## config.mk

```make
export PLATFORM = sky130hd
export DESIGN_NAME = controlador_varredura_flat
export DESIGN_NICKNAME = d
export VERILOG_FILES = /design/src/rtl/painel_pkg.sv /design/src/rtl/controlador_varredura_if.sv /design/src/rtl/contador_tempo.sv /design/src/rtl/controlador_varredura.sv /design/src/flat_wrapper.sv
export SDC_FILE = /design/constraint.sdc
export NUM_CORES = 1
export LEC_CHECK = 0
export BUFFER_PORTS_ARGS = -buffer_cell sky130_fd_sc_hd__buf_2
export CAP_MARGIN = 20
export CORE_MARGIN = 2
export CORE_UTILIZATION = 65
export CTS_CLUSTER_DIAMETER = 30
export DETAILED_ROUTE_END_ITERATION = 6
export PLACE_DENSITY = 0.84
export SETUP_SLACK_MARGIN = 0.15
export SLEW_MARGIN = 10
export SYNTH_ARGS = -nofsm -noshare
export SYNTH_HDL_FRONTEND = slang
export SYNTH_SLANG_ARGS = --single-unit
```

## constraint.sdc

```tcl
create_clock -name clk -period 6.2 [get_ports clk]
set_clock_uncertainty 0.05 [all_clocks]
set_input_delay 0.93 -clock clk [delete_from_list [all_inputs] [get_ports clk]]
set_output_delay 0.93 -clock clk [all_outputs]
set_load 0.01 [all_outputs]
```

## src/rtl/painel_pkg.sv

```systemverilog
// Shared types and sizes for the LED matrix column scanner.
// Holds scan states, panel geometry and counter sizing.
package painel_pkg;

  localparam int NUM_COL = 7;
  localparam int ROW_W   = 7;
  localparam int SEL_W   = 3;

  typedef enum logic [1:0] {
    ST_IDLE,
    ST_BLANK,
    ST_SHOW
  } estado_t;

  function automatic int cnt_w(input int a, input int b);
    int m;
    m = (a > b) ? a : b;
    return (m > 1) ? $clog2(m) : 1;
  endfunction

endpackage

```

## src/rtl/controlador_varredura_if.sv

```systemverilog
// Control/data bundle between the host and the column scanner.
// Host writes the back buffer; scanner drives the column decoder.
interface controlador_varredura_if;
  import painel_pkg::*;

  logic             en;
  logic             wr_en;
  logic [SEL_W-1:0] wr_col;
  logic [ROW_W-1:0] wr_data;
  logic             swap_req;
  logic [SEL_W-1:0] sel;
  logic [ROW_W-1:0] linhas;
  logic             blank;
  logic             frame_start;
  logic             swap_pend;

  modport master (
    output en, wr_en, wr_col, wr_data, swap_req,
    input  sel, linhas, blank, frame_start, swap_pend
  );

  modport slave (
    input  en, wr_en, wr_col, wr_data, swap_req,
    output sel, linhas, blank, frame_start, swap_pend
  );

endinterface

```

## src/rtl/contador_tempo.sv

```systemverilog
// Loadable down-counter timing the blank and dwell phases.
// tc_o is high while the count sits at zero.
module contador_tempo #(
  parameter int W = 2
) (
  input  logic         clk,
  input  logic         rst_n,
  input  logic         load_i,
  input  logic [W-1:0] load_val_i,
  output logic         tc_o
);

  logic [W-1:0] cnt_q, cnt_d;

  // Load takes priority; otherwise count down and park at zero.
  always_comb begin
    cnt_d = cnt_q;
    if (load_i)
      cnt_d = load_val_i;
    else if (cnt_q != '0)
      cnt_d = cnt_q - 1'b1;
  end

  // Count register.
  always_ff @(posedge clk or negedge rst_n) begin
    if (!rst_n)
      cnt_q <= '0;
    else
      cnt_q <= cnt_d;
  end

  assign tc_o = (cnt_q == '0);

endmodule

```

## src/rtl/controlador_varredura.sv

```systemverilog
// Column scanner for a 7x7 LED matrix with double-buffered rows.
// Front buffer is replaced from back only at the column 6->0 wrap.
module controlador_varredura
  import painel_pkg::*;
#(
  parameter int DWELL = 1000,
  parameter int BLANK = 4
) (
  input logic clk,
  input logic rst_n,
  controlador_varredura_if.slave bus
);

  localparam int CW = cnt_w(DWELL, BLANK);
  localparam logic [CW-1:0] LD_SHOW  = CW'(DWELL - 1);
  localparam logic [CW-1:0] LD_BLANK = CW'(BLANK - 1);
  localparam logic [SEL_W-1:0] LAST  = SEL_W'(NUM_COL - 1);

  estado_t          state_q, state_d;
  logic [SEL_W-1:0] col_q, col_d;
  logic             load;
  logic [CW-1:0]    load_val;
  logic             tc;
  logic             wrap;
  logic             do_swap;

  logic [ROW_W-1:0] front_q [NUM_COL];
  logic [ROW_W-1:0] back_q  [NUM_COL];

  logic             swap_pend_q, swap_pend_d;
  logic [SEL_W-1:0] sel_q, sel_d;
  logic [ROW_W-1:0] linhas_q, linhas_d;
  logic             blank_q, blank_d;
  logic             fs_q, fs_d;

  contador_tempo #(.W(CW)) u_tempo (
    .clk        (clk),
    .rst_n      (rst_n),
    .load_i     (load),
    .load_val_i (load_val),
    .tc_o       (tc)
  );

  assign wrap    = bus.en && state_q == ST_SHOW
                && tc && col_q == LAST;
  assign do_swap = wrap && swap_pend_q;

  // Next state and next registered outputs, decoded from next state.
  always_comb begin
    state_d  = state_q;
    col_d    = col_q;
    load     = 1'b0;
    load_val = '0;
    sel_d    = '0;
    linhas_d = '0;
    blank_d  = 1'b1;
    fs_d     = 1'b0;
    if (!bus.en) begin
      state_d = ST_IDLE;
      col_d   = '0;
      load    = 1'b1;
    end else begin
      unique case (state_q)
        ST_IDLE: begin
          state_d  = ST_BLANK;
          load     = 1'b1;
          load_val = LD_BLANK;
        end
        ST_BLANK: begin
          if (tc) begin
            state_d  = ST_SHOW;
            load     = 1'b1;
            load_val = LD_SHOW;
          end
        end
        ST_SHOW: begin
          if (tc) begin
            state_d  = ST_BLANK;
            load     = 1'b1;
            load_val = LD_BLANK;
            col_d    = (col_q == LAST) ? '0 : col_q + 1'b1;
          end
        end
        default: begin
          state_d = ST_IDLE;
          col_d   = '0;
        end
      endcase
    end
    if (state_d == ST_SHOW) begin
      sel_d    = col_d + 1'b1;
      linhas_d = front_q[col_d];
      blank_d  = 1'b0;
    end
    fs_d = state_q == ST_BLANK && state_d == ST_SHOW
        && col_q == '0;
  end

  // A request at the consuming wrap re-arms for the next wrap.
  always_comb begin
    swap_pend_d = swap_pend_q | bus.swap_req;
    if (do_swap)
      swap_pend_d = bus.swap_req;
  end

  // Scan state, column and registered outputs.
  always_ff @(posedge clk or negedge rst_n) begin
    if (!rst_n) begin
      state_q     <= ST_IDLE;
      col_q       <= '0;
      swap_pend_q <= 1'b0;
      sel_q       <= '0;
      linhas_q    <= '0;
      blank_q     <= 1'b1;
      fs_q        <= 1'b0;
    end else begin
      state_q     <= state_d;
      col_q       <= col_d;
      swap_pend_q <= swap_pend_d;
      sel_q       <= sel_d;
      linhas_q    <= linhas_d;
      blank_q     <= blank_d;
      fs_q        <= fs_d;
    end
  end

  // Back takes host writes; front copies pre-edge back at swap.
  always_ff @(posedge clk or negedge rst_n) begin
    if (!rst_n) begin
      for (int i = 0; i < NUM_COL; i++) begin
        front_q[i] <= '0;
        back_q[i]  <= '0;
      end
    end else begin
      if (bus.wr_en && bus.wr_col <= LAST)
        back_q[bus.wr_col] <= bus.wr_data;
      if (do_swap)
        front_q <= back_q;
    end
  end

  assign bus.sel         = sel_q;
  assign bus.linhas      = linhas_q;
  assign bus.blank       = blank_q;
  assign bus.frame_start = fs_q;
  assign bus.swap_pend   = swap_pend_q;

endmodule

```

## src/flat_wrapper.sv

```systemverilog
// flat-port wrapper written by rule: the top's interface ports become plain ports
module controlador_varredura_flat import painel_pkg::*;
#(
  parameter int DWELL = 1000,
  parameter int BLANK = 4
)
  (clk, rst_n, bus_en, bus_wr_en, bus_wr_col, bus_wr_data, bus_swap_req, bus_sel, bus_linhas, bus_blank, bus_frame_start, bus_swap_pend);
  controlador_varredura_if bus_i ();
  input logic clk;
  input logic rst_n;
  input wire logic [$bits(bus_i.en)-1:0] bus_en;
  input wire logic [$bits(bus_i.wr_en)-1:0] bus_wr_en;
  input wire logic [$bits(bus_i.wr_col)-1:0] bus_wr_col;
  input wire logic [$bits(bus_i.wr_data)-1:0] bus_wr_data;
  input wire logic [$bits(bus_i.swap_req)-1:0] bus_swap_req;
  output wire logic [$bits(bus_i.sel)-1:0] bus_sel;
  output wire logic [$bits(bus_i.linhas)-1:0] bus_linhas;
  output wire logic [$bits(bus_i.blank)-1:0] bus_blank;
  output wire logic [$bits(bus_i.frame_start)-1:0] bus_frame_start;
  output wire logic [$bits(bus_i.swap_pend)-1:0] bus_swap_pend;
  assign bus_i.en = bus_en;
  assign bus_i.wr_en = bus_wr_en;
  assign bus_i.wr_col = bus_wr_col;
  assign bus_i.wr_data = bus_wr_data;
  assign bus_i.swap_req = bus_swap_req;
  assign bus_sel = bus_i.sel;
  assign bus_linhas = bus_i.linhas;
  assign bus_blank = bus_i.blank;
  assign bus_frame_start = bus_i.frame_start;
  assign bus_swap_pend = bus_i.swap_pend;
  controlador_varredura #(.DWELL(DWELL), .BLANK(BLANK)) u_core (.clk(clk), .rst_n(rst_n), .bus(bus_i));
endmodule
```

Word-level counts from Yosys, hierarchy flattened

Index checks and enable logic that the tools add are counted.
Widths: inputs -> output; s select.

Input port bits: 15
Output and inout bits: 13
Bits in registers: 126

Add/subtract/negate cells: 3
Bitwise logic cells: 3
Reduce and logical (&&, ||, !) cells: 15
Mux-type cells: 27
Equality and inequality tests: 4
$lt $le $gt $ge: 4

Operator list:

| cell                  | count |
|---|---|
| $bwmux 49             | 1 |
| $mux 10               | 4 |
| $pmux 10 s3           | 1 |
| $mux 7                | 4 |
| $bmux 7 s3            | 1 |
| $demux 7 s3           | 1 |
| $mux 3                | 4 |
| $logic_not 10->1      | 1 |
| $reduce_bool 10->1    | 1 |
| $sub 10x1->10 const B | 1 |
| $ge 4x4->1 const B    | 2 |
| $logic_and 1x1->1     | 8 |
| $mux 2                | 4 |
| $not 3->4             | 2 |
| $add 3x1->3 const B   | 2 |
| $pmux 2 s3            | 1 |
| $pmux 3 s2            | 1 |
| $eq 2x2->1 const B    | 2 |
| $lt 4x1->1 const B    | 1 |
| $mux 1                | 4 |
| $reduce_or 2->1       | 2 |
| $eq 3x3->1 const B    | 1 |
| $le 3x3->1 const B    | 1 |
| $logic_not 3->1       | 1 |
| 5 further kinds       | 5 |

Depth between registers and ports, before layout

Depth in word-level cells: 10
Gate-level depth with buffers: 12

By module

From an unflattened synthesis, not the netlist that was laid out.

Cell total of the unflattened synthesis: 396
Area, all modules: 5547.8 sq um

By module, submodules not included:

| module                | area each (sq um) | times used | seq. area each (sq um) | cells each |
|---|---|---|---|---|
| controlador_varredura | 4953.5            | 1          | 2904.0                 | 329 |
| contador_tempo        | 594.3             | 1          | 250.2                  | 67 |

Worst setup path before layout

OpenSTA, ideal clock, no wires.

Kind: register to register
Start: register u_core.u_tempo.cnt_q[0]
End: register u_core.linhas_q[0] (netlist: u_core.bus.linhas[0])
Stages on the path, launching flop included: 11
Clock period less this slack: 2.782 ns
Slack: 3.418 ns
Arrival time: 2.611 ns
Setup time: 0.122 ns
Cell sequence: dfrtp_1 -> inv_1 -> ha_1 -> or3b_1 -> clkbuf_1 -> o41ai_1 -> o311ai_1 -> buf_4 -> inv_4 -> mux4_2 -> a32o_1

Longest elaborated chain between the ends: 9

RTL lines:

| item                                      | RTL line                     | text |
|---|---|---|
| from (decl)                               | contador_tempo.sv:13         | `logic [W-1:0] cnt_q, cnt_d;` |
| from (signal assigned)                    | contador_tempo.sv:29         | `cnt_q <= cnt_d;` |
| $logic_not 10->1                          | contador_tempo.sv:32         | `assign tc_o = (cnt_q == '0);` |
| $mux 3                                    | controlador_varredura.sv:77  | `if (tc) begin` |
| $pmux 3 s2                                | controlador_varredura.sv:63  | `unique case (state_q)` |
| $mux 3                                    | controlador_varredura.sv:58  | `if (!bus.en) begin` |
| net u_core.col_d[1]                       | controlador_varredura.sv:20  | `logic [SEL_W-1:0] col_q, col_d;` |
| $not 3->4 (implied by the code)           | controlador_varredura.sv:92  | `linhas_d = front_q[col_d];` |
| $bmux 7 s3                                | controlador_varredura.sv:92  |  |
| $mux 7 (implied by the code) (2 in a row) | controlador_varredura.sv:92  |  |
| $mux 7                                    | controlador_varredura.sv:90  | `if (state_d == ST_SHOW) begin` |
| net u_core.linhas_d[0]                    | controlador_varredura.sv:32  | `logic [ROW_W-1:0] linhas_q, linhas_d;` |
| to (signal assigned)                      | controlador_varredura.sv:121 | `linhas_q <= linhas_d;` |
| to (decl)                                 | controlador_varredura.sv:32  |  |

The timed path passes the listed nets, and every way through them passes these cells. The select of a mux whose other input is x is not followed.
A chain may end at the register's enable or synchronous reset.

Worst setup path after layout

Start: register u_core.u_tempo.cnt_q[0]
End: register u_core.linhas_q[5] (netlist: u_core.bus.linhas[5])

The elaborated chain is that of the path after synthesis.

==> metrics.txt <==
synth-to-layout area growth 14.42%; clk slew on worst S/H paths approximately 0.060 ns; switching power between 0.0007 and 0.0008 W; clock sinks 126; initial core utilization 0.6685; DRT iter0 DRCs roughly 230; outcome complete, no violations; CP peak stage delay 0.55 ns; CP required approximately 6.6 ns; fin crit period around 3.1 ns; chip height approximately 96 um; # DRC 0; IO Count 28; vias approximately 3400; gr usage total 0.2826; Clock Power Share 0.363; commonest non-fill, non-tap cell in the layout dfrtp_1; PD cells approximately 390 nW/um^2; Die ar. 9202 um^2; Crit path arrival time 3.48 ns; largest family of logic cells by synthesized area multiplexers; Routed WL between 10000 and 15000 um; critical-path maximum fanout 9; first-pass detailed-route iteration total 4; Crit Path Category flop to flop; vias in the first global route 3752; most frequent cells in the layout 125 x dfrtp_1, 98 x mux2_2, 26 x buf_2, 19 x nand2_1, 16 x clkbuf_16; Critical Path Sink Type flop; Post-Synth Simple-Gate Area 0.08132; Switching Fraction 0.3185; Die X approximately 96 um; combinational share of power 0.218; RSZ-0062 raised after global routing no; P_int 0.001660 W; FMAX around 320 MHz; count of warnings emitted by yosys 0; RePlAce Congestion roughly 0.79; Routed Antenna Nets 0; max_cap viols 0; I/O Buffers 27; share of cells above drive strength 1 0.4273; largest net degree at the start of global routing 65; top_reg_cell synth dfrtp_1; PostCTS Resize Cnt 0; root buffer selected by CTS clkbuf_8; number of synthesized flops with an enable pin 0; Vias/cell around 6.3; Worst VDD drop 0.2322 mV; CTS tree yes; postcts setup bufs 0; Mapped Nets 409; Slowest-stage cell, CP mux4_2; Slew Viols, Final 0; placed wire-length estimate approximately 7300 um; synth unique cells 55; first-pass GRT wire length around 19000 um; Overflow after GRT 0; Synth Area in Adders 0.01367; mux cell area share after synthesis 0.2442; Worst slew margin 0.4605; Post-Synthesis Cells 388; wire per inst 21.23 um; crit-path cells inv_1, ha_1, or3b_1, o41ai_1, o311ai_2, buf_4, inv_4, mux4_2, a32o_1; Synth Cell Area around 5500 um^2; Hold/Removal Path Class input pin to async pin; Inserted Clock Buffers 17; Worst setup SP type flop; hold_buf cts 0; Yosys reg bits about 130; # placed instances 513; Sequential Power Share 0.419; LEAKAGE approximately 3 nW; register area share after synthesis 0.5743; complex-gate fraction of the synthesized area 0.06128; asr flop ratio synth 1.000; # diodes 0; core area roughly 8200 um^2; fin cells approximately 550; Tightest Pin Transition 0.8092 ns; num rows 33; initial antenna violation count 0; # fillers 460; xor/xnor cell area share of the yosys netlist 0.006378; deepest clock path buffer count 2; later-pin clock latency in the skew report 0.51 ns; Final setup viols 0; nets@finish 448; mean post-synth cell area about 14 um^2; Fin. Hold Viols 0; Final TNS setup 0 ns; H-tree Lvls 4; final period utilization 0.5057
worst max-delay path: cells and delay by family, from the launching register on:
kind                     cells  cell delay, ns
multiplexers                 1            0.55
AO/OA/AOI/OAI                3            0.87
AND/OR/NAND/NOR              1            0.48
buffers and inverters        3            0.48
flip-flops                   1            0.37
adder cells (fa/ha/maj)      1            0.21
cell families after synthesis:
| family | count (synthesis) |
|---|---|
| xor+xnor | 4 |
| buf+inv | 21 |
| simple gates | 76 |
| fa+ha+maj | 6 |
| flops | 126 |
| mux | 113 |
| compound gates | 42 |
layout make-up:
cell class / count / area [um^2] / share of cell area
timing repair buffer: 33 / 182.7 / 0.02907
clock buffer: 19 / 431.7 / 0.06868
inverter: 8 / 32.53 / 0.005176
clock inverter: 13 / 105.1 / 0.01672
tap: 105 / 131.4 / 0.02090
sequential: 126 / 3154 / 0.5019
multi-input combinational: 241 / 2247 / 0.3576
path summary, 6_finish.rpt:
path | startpoint | to | slack [ns] | cells after the start
max reg2reg | u_core.u_tempo.cnt_q[0]$_DFFE_PN0P_ | u_core.bus.linhas[5]$_DFF_PN0_ | 3.06 | 9
max in group asynchronous | rst_n | u_core.front_q[0]$_DFFE_PN0P_ | 4.35 | 2
min in group clk | u_core.back_q[10]$_DFFE_PN0P_ | u_core.front_q[10]$_DFFE_PN0P_ | 0.45 | 1
min | rst_n | u_core.bus.sel[2]$_DFF_PN0_ | 0.45 | 1
min reg2reg | u_core.back_q[10]$_DFFE_PN0P_ | u_core.front_q[10]$_DFFE_PN0P_ | 0.45 | 1
max | u_core.u_tempo.cnt_q[0]$_DFFE_PN0P_ | u_core.bus.linhas[5]$_DFF_PN0_ | 3.06 | 9
synthesized netlist by cell type (all sizes together) (3+ instances only):
| library cell | n | area, um^2 |
|---|---|---|
| dfrtp | 125 | 3128 |
| mux2 | 98 | 1104 |
| nand2 | 19 | 71.32 |
| nor2 | 11 | 46.29 |
| or2 | 11 | 68.82 |
| buf | 9 | 56.30 |
| a21oi | 8 | 40.04 |
| inv | 8 | 32.53 |
| mux2i | 8 | 80.08 |
| a32o | 7 | 70.07 |
| mux4 | 7 | 157.7 |
| nor3 | 7 | 46.30 |
| ha | 6 | 75.07 |
| o21ai | 6 | 30.03 |
| nand3 | 5 | 35.03 |
| clkbuf | 4 | 15.01 |
| nand2b | 4 | 25.02 |
| a22oi | 3 | 22.52 |
| nand4b | 3 | 26.28 |
| nor2b | 3 | 18.77 |
| nor3b | 3 | 22.52 |
| nor4 | 3 | 33.78 |
metrics by stage:
stage | setup slack [ns] | util | hold slack (ns) | area, um^2 | total power (W)
6_report | 3.065 | 0.7649 | 0.4454 | 6285 | 0.002436
5_1_grt | 2.822 | 0.7649 | 0.4595 | 6285 | 0.002557
4_1_cts | 3.062 | 0.7649 | 0.4503 | 6285 | 0.002445
3_5_place_dp | 3.095 | 0.6996 | 0.4370 | 5748 | 0.001550
3_3_place_gp | 3.225 | 0.6996 | 0.4304 | 5748 | 0.001513
2_1_floorplan | 3.418 | - | 0.4211 | 5493 | 0.001415
power groups by stage:
stage	Combinational, W	Sequential (W)	Clock (W)
after global placement	0.000494	0.00102	0
after CTS	0.000530	0.00102	0.000897
final	0.000531	0.00102	0.000885
after detailed placement	0.000520	0.00103	0
after global routing	0.000583	0.00103	0.000940
after floorplan	0.000412	0.00100	0
flip-flops by register name, indices dropped and copies added (netlist names):
register / cells
u_core.bus.linhas: 7
u_core.u_tempo.cnt_q: 10
u_core.back_q: 49
u_core.bus.swap_pend: 1
u_core.state_q: 2
u_core.bus.frame_start: 1
u_core.bus.sel: 3
u_core.front_q: 49
u_core.bus.blank: 1
u_core.col_q: 3
per-layer routing:
metal / track usage / wire length, um
met1: 0.3536 / 4820
met2: 0.4668 / 5944
met3: 0.07283 / 593
met4: 0.1262 / 214
met5: 0 / 0
Note: power is estimated with default switching activity, not from simulation.
